<file path="src/rtl/weight_pkg.sv">
// rtl/weight_pkg.sv - shared state type, default width and mask helpers for weight_enum8
package weight_pkg;

    localparam int N_DEFAULT = 8;

    typedef enum logic {
        IDLE = 1'b0,
        EMIT = 1'b1
    } state_t;

    // Smallest word of weight k: k ones packed at the bottom.
    function automatic logic [15:0] low_ones(input int k);
        return 16'((17'd1 << k) - 17'd1);
    endfunction

    // Largest word of weight k in an n-bit field: k ones packed at the top.
    function automatic logic [15:0] last_mask(input int n, input int k);
        return low_ones(k) << (n - k);
    endfunction

endpackage

</file>
<file path="src/rtl/next_comb.sv">
// rtl/next_comb.sv - Gosper step: next larger word with the same popcount
module next_comb #(
    parameter int N = 8
) (
    input  logic [N-1:0] x,
    output logic [N-1:0] nx
);

    localparam int TW = $clog2(N + 1);

    logic [N:0]    xe;
    logic [N:0]    c;
    logic [N:0]    r;
    logic [TW-1:0] tz;
    logic [TW:0]   shamt;

    // The carry-out bit of r only matters on the final word, which is never stepped.
    always_comb begin
        xe = {1'b0, x};
        c  = xe & (~xe + {{N{1'b0}}, 1'b1});
        r  = xe + c;
        tz = TW'(N);
        for (int i = N - 1; i >= 0; i--) begin
            if (x[i]) begin
                tz = TW'(i);
            end
        end
        shamt = {1'b0, tz} + (TW + 1)'(2);
        nx    = N'(r | ((r ^ xe) >> shamt));
    end

endmodule

</file>
<file path="src/rtl/weight_enum8.sv">
// rtl/weight_enum8.sv - streams every N-bit word of weight k in ascending order
module weight_enum8
    import weight_pkg::*;
#(
    parameter int N  = N_DEFAULT,
    parameter int KW = $clog2(N + 1)
) (
    input  logic          clk,
    input  logic          rst,
    input  logic          start,
    input  logic [KW-1:0] k,
    output logic          err,
    output logic          busy,
    output logic          out_valid,
    input  logic          out_ready,
    output logic [N-1:0]  word,
    output logic          last,
    output logic [7:0]    index,
    output logic          done
);

    state_t        state_q, state_d;
    logic [N-1:0]  word_q, word_d;
    logic [KW-1:0] k_q, k_d;
    logic [7:0]    index_q, index_d;
    logic          err_q, err_d;
    logic          done_q, done_d;

    logic [N-1:0]  next_word;
    logic [N-1:0]  last_target;
    logic [N-1:0]  first_word;
    logic          last_word;
    logic          k_ok;

    next_comb #(
        .N(N)
    ) u_next (
        .x (word_q),
        .nx(next_word)
    );

    assign last_target = N'(last_mask(N, int'(k_q)));
    assign first_word  = N'(low_ones(int'(k)));
    assign last_word   = (word_q == last_target);
    assign k_ok        = (int'(k) <= N);

    always_comb begin
        state_d = state_q;
        word_d  = word_q;
        k_d     = k_q;
        index_d = index_q;
        err_d   = 1'b0;
        done_d  = 1'b0;
        case (state_q)
            IDLE: begin
                if (start) begin
                    if (k_ok) begin
                        word_d  = first_word;
                        k_d     = k;
                        index_d = 8'd0;
                        state_d = EMIT;
                    end else begin
                        err_d = 1'b1;
                    end
                end
            end
            EMIT: begin
                // start is deliberately not looked at here: a running stream cannot be retargeted.
                if (out_ready) begin
                    if (last_word) begin
                        state_d = IDLE;
                        done_d  = 1'b1;
                    end else begin
                        word_d  = next_word;
                        index_d = index_q + 8'd1;
                    end
                end
            end
            default: state_d = IDLE;
        endcase
    end

    always_ff @(posedge clk or posedge rst) begin
        if (rst) begin
            state_q <= IDLE;
            word_q  <= '0;
            k_q     <= '0;
            index_q <= 8'd0;
            err_q   <= 1'b0;
            done_q  <= 1'b0;
        end else begin
            state_q <= state_d;
            word_q  <= word_d;
            k_q     <= k_d;
            index_q <= index_d;
            err_q   <= err_d;
            done_q  <= done_d;
        end
    end

    assign out_valid = (state_q == EMIT);
    assign busy      = (state_q == EMIT);
    assign last      = out_valid & last_word;
    assign word      = word_q;
    assign index     = index_q;
    assign err       = err_q;
    assign done      = done_q;

endmodule
</file>
<file path="config.mk">
export PLATFORM = sky130hd
export DESIGN_NAME = weight_enum8
export DESIGN_NICKNAME = d
export VERILOG_FILES = /design/src/rtl/weight_pkg.sv /design/src/rtl/next_comb.sv /design/src/rtl/weight_enum8.sv
export SDC_FILE = /design/constraint.sdc
export NUM_CORES = 1
export LEC_CHECK = 0
export CORE_AREA = 2 2 80 82
export DETAILED_ROUTE_END_ITERATION = 10
export DIE_AREA = 0 0 82 84
export HOLD_SLACK_MARGIN = 0.1
export PLACE_DENSITY = 0.66
export SETUP_SLACK_MARGIN = 0.02
export SYNTH_ARGS = -nofsm -noshare
export SYNTH_HDL_FRONTEND = slang
export SYNTH_SLANG_ARGS = --single-unit
</file>
<file path="constraint.sdc">
create_clock -name clk -period 9.4 [get_ports clk]
set_clock_uncertainty 0.2 [all_clocks]
set_input_delay 1.41 -clock clk [delete_from_list [all_inputs] [get_ports clk]]
set_output_delay 1.41 -clock clk [all_outputs]
set_load 0.02 [all_outputs]
</file>
# Yosys cells after proc, flatten, opt, wreduce, memory -nomap -nowiden
# Index checks and enable logic that the tools add are counted.
dict set report totals {
  register_bits 23
  out_inout_bits 21
  word_cells 60
}
dict set report op_classes {
  n_addsub 7
  order_cmp 1
  n_eq_ne 5
  shifts 4
  mux 29
  bitwise 6
  reduce_logical 2
}
# op count
set op_table {}
lappend op_table {{8-bit 2-to-1 mux} 8}
lappend op_table {{4-bit 2-to-1 mux} 8}
lappend op_table {{8-bit one-hot mux with 2 select lines} 2}
lappend op_table {{16-bit by 32-bit << shifter with 8-bit output} 1}
lappend op_table {{1-bit by 4-bit << shifter with 16-bit output (first input constant)} 1}
lappend op_table {{16-bit by 1-bit subtractor with 16-bit output (second input constant)} 1}
lappend op_table {{1-bit 2-to-1 mux} 10}
lappend op_table {{8-bit by 9-bit adder with 9-bit output} 1}
lappend op_table {{9-bit by 1-bit adder with 9-bit output (second input constant)} 1}
lappend op_table {{8-bit by 9-bit bitwise AND with 9-bit output} 1}
lappend op_table {{8-bit inverter with 9-bit output} 1}
lappend op_table {{9-bit by 5-bit right shift with 8-bit output} 1}
lappend op_table {{9-bit by 8-bit bitwise XOR with 9-bit output} 1}
lappend op_table {{8-bit by 1-bit adder with 8-bit output (second input constant)} 1}
lappend op_table {{8-bit equality test} 1}
lappend op_table {{2-bit != test (second input constant)} 4}
lappend op_table {{8-bit OR} 1}
lappend op_table {{1-bit by 4-bit << shifter with 8-bit output (first input constant)} 1}
lappend op_table {{8-bit by 1-bit subtractor with 8-bit output (second input constant)} 1}
lappend op_table {{4-bit by 2-bit adder with 5-bit output (second input constant)} 1}
lappend op_table {{4-bit by 4-bit subtractor with 5-bit output (first input constant)} 1}
lappend op_table {{4-bit <= comparator (second input constant)} 1}
lappend op_table {{4-bit AND reduction} 1}
lappend op_table {{3-bit AND reduction} 1}
lappend op_table {{other kinds (3)} 3}

# Logic depth before layout (Yosys ltp)
dict set report depth {
  word_depth 14
  depth_mapped 19
}

# By module
# Synthesis repeated with hierarchy kept, for this count alone.
dict set report hier_totals {
  hier_cells 354
  hier_area_um2 2765.2
}
# module instances cells_per_inst area_each_um2 seq_area_each_um2
set by_module_without_submodules {}
lappend by_module_without_submodules {weight_enum8 1 264 2238.4 575.6}
lappend by_module_without_submodules {next_comb 1 90 526.8 0.0}

# Worst setup path before layout
# OpenSTA, ideal clock, no wires.
dict set report synth_timing {
  path_type {register to output}
  from {register k_q[0]}
  to {output port last}
  arrival_time_ps 3713
  required_time_ps 7790
  setup_slack_ps 4077
  stages_incl_launch_ff 16
  path_buffers 3
  path_cell_list {dfrtp_1 -> buf_2 -> buf_6 -> inv_1 -> ha_1 -> ha_1 -> nor2b_1 -> clkbuf_1 -> inv_1 -> ha_1 -> nor4b_2 -> o311ai_1 -> a311oi_2 -> xnor2_1 -> or4b_4 -> nor3_4}
}
dict set report synth_via {
  elab_chain_len 5
}
# element line_no
set synth_rtl {}
lappend synth_rtl {{start, declared} weight_enum8.sv:24} ;# logic [KW-1:0] k_q, k_d;
lappend synth_rtl {{start signal, assigned} weight_enum8.sv:94} ;# k_q <= k_d;
lappend synth_rtl {{1-bit by 4-bit << shifter with 16-bit output} weight_pkg.sv:13} ;# return 16'((17'd1 << k) - 17'd1);
lappend synth_rtl {{16-bit by 1-bit subtractor with 16-bit output} weight_pkg.sv:13}
lappend synth_rtl {{16-bit by 32-bit << shifter with 8-bit output *} weight_pkg.sv:18} ;# return low_ones(k) << (n - k);
lappend synth_rtl {{8-bit equality test *} weight_enum8.sv:44} ;# assign last_word = (word_q == last_target);
lappend synth_rtl {{1-bit bitwise AND *} weight_enum8.sv:103} ;# assign last = out_valid & last_word;
lappend synth_rtl {{end, declared} weight_enum8.sv:17} ;# output logic last,
# Mark *: on every way between the ends. The rest lies on a longest branch, timed or not.

# Final worst setup path
# Ends and elaborated chain as after synthesis.

==> metrics.md <==
| Metric | Value |
|---|---|
| Total track usage | 22.3% |
| Final wirelength | 7.48 mm |
| Hold Path Class | reg2reg |
| Yosys cell types | 75 |
| # rows | 29 |
| Router iterations before antenna repair | 5 |
| Ys flop type | dfrtp_1 |
| Routed len/inst | 16.9 um |
| DP Wirelength | 5.41 mm |
| Syn nets | 377 |
| CP delay by family, top | simple AND/OR/NAND/NOR gates |
| FF+latch count, synth | 23 |
| CTS tree | built |
| H-tree Lvls | 1 |
| Num ports | 29 |
| Fill cells | 621 |
| Post-synthesis instance total | 360 |
| Worst path max stage delay | 870 ps |
| CTS root buf | clkbuf_8 |
| Tightest Pin Transition | 965 ps |
| Count of final setup violators | 0 |
| Register area share after synthesis | 21.2% |
| Drt drc | 0 |
| Chip height | 84 um |
| Data arrival time of the critical path | 5320 ps |
| Worst Path Buf+Inv | 3 |
| Via density | 6.33 |
| Port Buffers | 28 |
| Initial antenna violation count | 0 |
| Vias in the first global route | 2,555 |
| Pwr dens | 388 mW/mm^2 |
| Hold Fails Final Rpt | 0 |
| RSZ-0062 raised after global routing | false |
| Post-CTS Setup Bufs | 0 |
| Rel. slew slack | 35.5% |
| Die width | 82 um |
| Required time worst endpoint | 7790 ps |
| First-pass GRT wire length | 12.4 mm |
| DR vias | 2,805 |
| Synth warnings | 0 |
| Final setup TNS | 0 ps |
| Post-synth EDFFs | 0 |
| Max Slew Vio Count | 0 |
| Static leakage | 0.00118 uW |
| Maximum clock rate | 144 MHz |
| Worst setup EP type | output port |
| Proportion of layout cells with a drive suffix above 1 | 7.92% |
| Area grow syn2layout | 10.3% |
| Clock Latency Late Sink | 270 ps |
| Max cap viols | 0 |
| # hold bufs at CTS | 0 |
| Slowest cell on crit path | dfrtp_1 |
| Avg Cell Area, Syn | 7.54 um^2 |
| Synthesized cell area | 0.00272 mm^2 |
| Register area | 576 um^2 |
| ANT nets after route | 0 |
| Clock Sinks | 23 |
| GPL Wtd Cong | 0.917 |
| Min cycle time layout | 6930 ps |
| Tcrit/Tclk final | 73.7% |
| Global route total overflow | 0 |
| DRT iter0 DRCs | 207 |
| Starting Density | 44.5% |
| Most used cell, CP | ha_1 |
| Die area | 0.00689 mm^2 |
| Ant diodes | 0 |
| VDD IR max | 0.172 mV |
| Fin Hold WS | 365 ps |
| Cell Chain, Critical Path | inv_1 > ha_1 > ha_1 > nor2b_1 > inv_1 > ha_1 > nor4b_2 > or3_1 > o211ai_1 > or3_1 > a31oi_1 > or4b_4 > nor3_4 > clkdlybuf4s50_1 |
| Worst-path maximum fanout | 26 |
| Ys async rst share | 100% |
| Core area | 0.00610 mm^2 |
| CTS buffer count | 3 |
| Worst-path clk slew | 90 ps |
| Setup CP Type | reg2out |
| Maximum clock insertion buffer count | 2 |
| Status | finished clean |
| Post-CTS resize count | 0 |
| Multi-input logic area | 0.00192 mm^2 |
| Nets | 384 |
| Largest net degree at the start of global routing | 27 |
| Startpoint types | register |
-- logic make-up after synthesis --
logic type | synth area share (%)
xor gates and xnor gates | 0.968
buffers and inverters | 8.02
and+or+nand+nor | 29.5
AOI/OAI and AO/OA | 31.7
muxes | 4.47
adders and majority gates | 4.15
DFF | 21.2
-- where the power goes --
part	total [uW]	switching (uW)	internal, uW	leakage, uW
registers	272	134	137	0.000280
logic	825	464	361	0.000882
clock network	65.4	35.3	30.1	0.0000217
total	1160	634	529	0.00118
-- stage by stage --
| step | power, uW | std cells | util, % | worst slack, ps | cell area [um^2] |
|---|---|---|---|---|---|
| detailed placement | 1080 | 439 | 48.3 | 2840 | 2950 |
| global placement | 1080 | 439 | 48.3 | 3010 | 2950 |
| global route | 1260 | 443 | 49.1 | 2110 | 2990 |
| floorplan | 888 | 360 | - | 4080 | 2720 |
| finish | 1160 | 443 | 49.1 | 2470 | 2990 |
| CTS | 1150 | 443 | 49.1 | 2530 | 2990 |
-- Yosys cell counts, types with 3 or more instances --
library cell / number / area share, %
nor2b_1: 6 / 1.4
or2_2: 3 / 0.69
buf_2: 3 / 0.55
mux2i_1: 8 / 2.9
inv_1: 18 / 2.5
nand3_1: 12 / 2.2
o21ai_2: 4 / 1.3
nand3b_1: 4 / 1.1
nor4_1: 3 / 0.69
and3_1: 3 / 0.69
buf_6: 5 / 2.1
nor3_1: 11 / 2.0
a21o_1: 3 / 0.83
o31ai_1: 3 / 0.83
or4_1: 6 / 1.7
nand4_1: 3 / 0.69
nand2_1: 39 / 5.4
ha_1: 9 / 4.1
o21ai_0: 28 / 5.2
nand2b_1: 3 / 0.69
a21oi_1: 24 / 4.4
o22ai_1: 6 / 1.4
o211ai_1: 10 / 2.8
a31oi_1: 9 / 2.1
or3_1: 4 / 0.92
o21a_1: 5 / 1.4
nor2_1: 29 / 4.0
clkbuf_1: 15 / 2.1
a221oi_1: 4 / 1.3
o311ai_1: 3 / 0.97
dfrtp_1: 23 / 21
-- placed cells by master, fill, tap and decap left out, types with 4 or more instances in the layout --
| cell type | synthesis | layout |
|---|---|---|
| nand2_1 | 39 | 39 |
| nor2_1 | 29 | 29 |
| o21ai_0 | 28 | 28 |
| clkdlybuf4s50_1 | 0 | 28 |
| a21oi_1 | 24 | 24 |
| dfrtp_1 | 23 | 23 |
| inv_1 | 18 | 18 |
| nand3_1 | 12 | 12 |
| nor3_1 | 11 | 11 |
| o211ai_1 | 10 | 10 |
| a31oi_1 | 9 | 9 |
| ha_1 | 9 | 9 |
| mux2i_1 | 8 | 8 |
| or4_1 | 6 | 6 |
| nor2b_1 | 6 | 6 |
| o22ai_1 | 6 | 6 |
| o21a_1 | 5 | 5 |
| nand3b_1 | 4 | 4 |
| or3_1 | 4 | 4 |
| a221oi_1 | 4 | 4 |
| o21ai_2 | 4 | 4 |
-- area by class of cell --
class	instances	share of cell area, %
clock inverter	1	0.251
inverter	19	2.38
sequential	23	19.2
timing repair buffer	28	9.36
clock buffer	3	1.38
multi-input combinational	292	64.2
tap	77	3.22
-- state kept, by name (all words and copies together), names as in the netlist --
register  count
word          8
done          1
index         8
err           1
k_q           4
busy          1
-- worst paths after layout --
check                           depth (start not counted)  slack (ps)        to     start
worst max-delay path                                   14        2470      last    k_q[0]
worst min-delay path                                    2         360  index[7]  index[7]
worst max register to register                         14        4310   word[0]    k_q[0]
worst min register to register                          2         360  index[7]  index[7]
max in group asynchronous                               2        7000  index[6]       rst
min in group asynchronous                               2        1440       err       rst
-- layer usage --
metal	global-route usage (%)	vias to the layer above	wire [um]	part of all wire (%)
li1	-	1356	-	-
met1	32.7	1311	3330	45
met2	35.1	126	3620	48
met3	1.95	12	425	5.7
met4	5.15	0	104	1.4
met5	0	-	0	0
-- worst reg2reg max path, delay by kind of cell, from the launching register on --
family / cells / cell delay, ps
AO/OA/AOI/OAI: 3 / 760
buffers and inverters: 2 / 460
adder cells (fa/ha/maj): 3 / 940
multiplexers: 1 / 320
flip-flops: 1 / 870
AND/OR/NAND/NOR: 5 / 1420
Note: power is estimated with default switching activity, not from simulation.
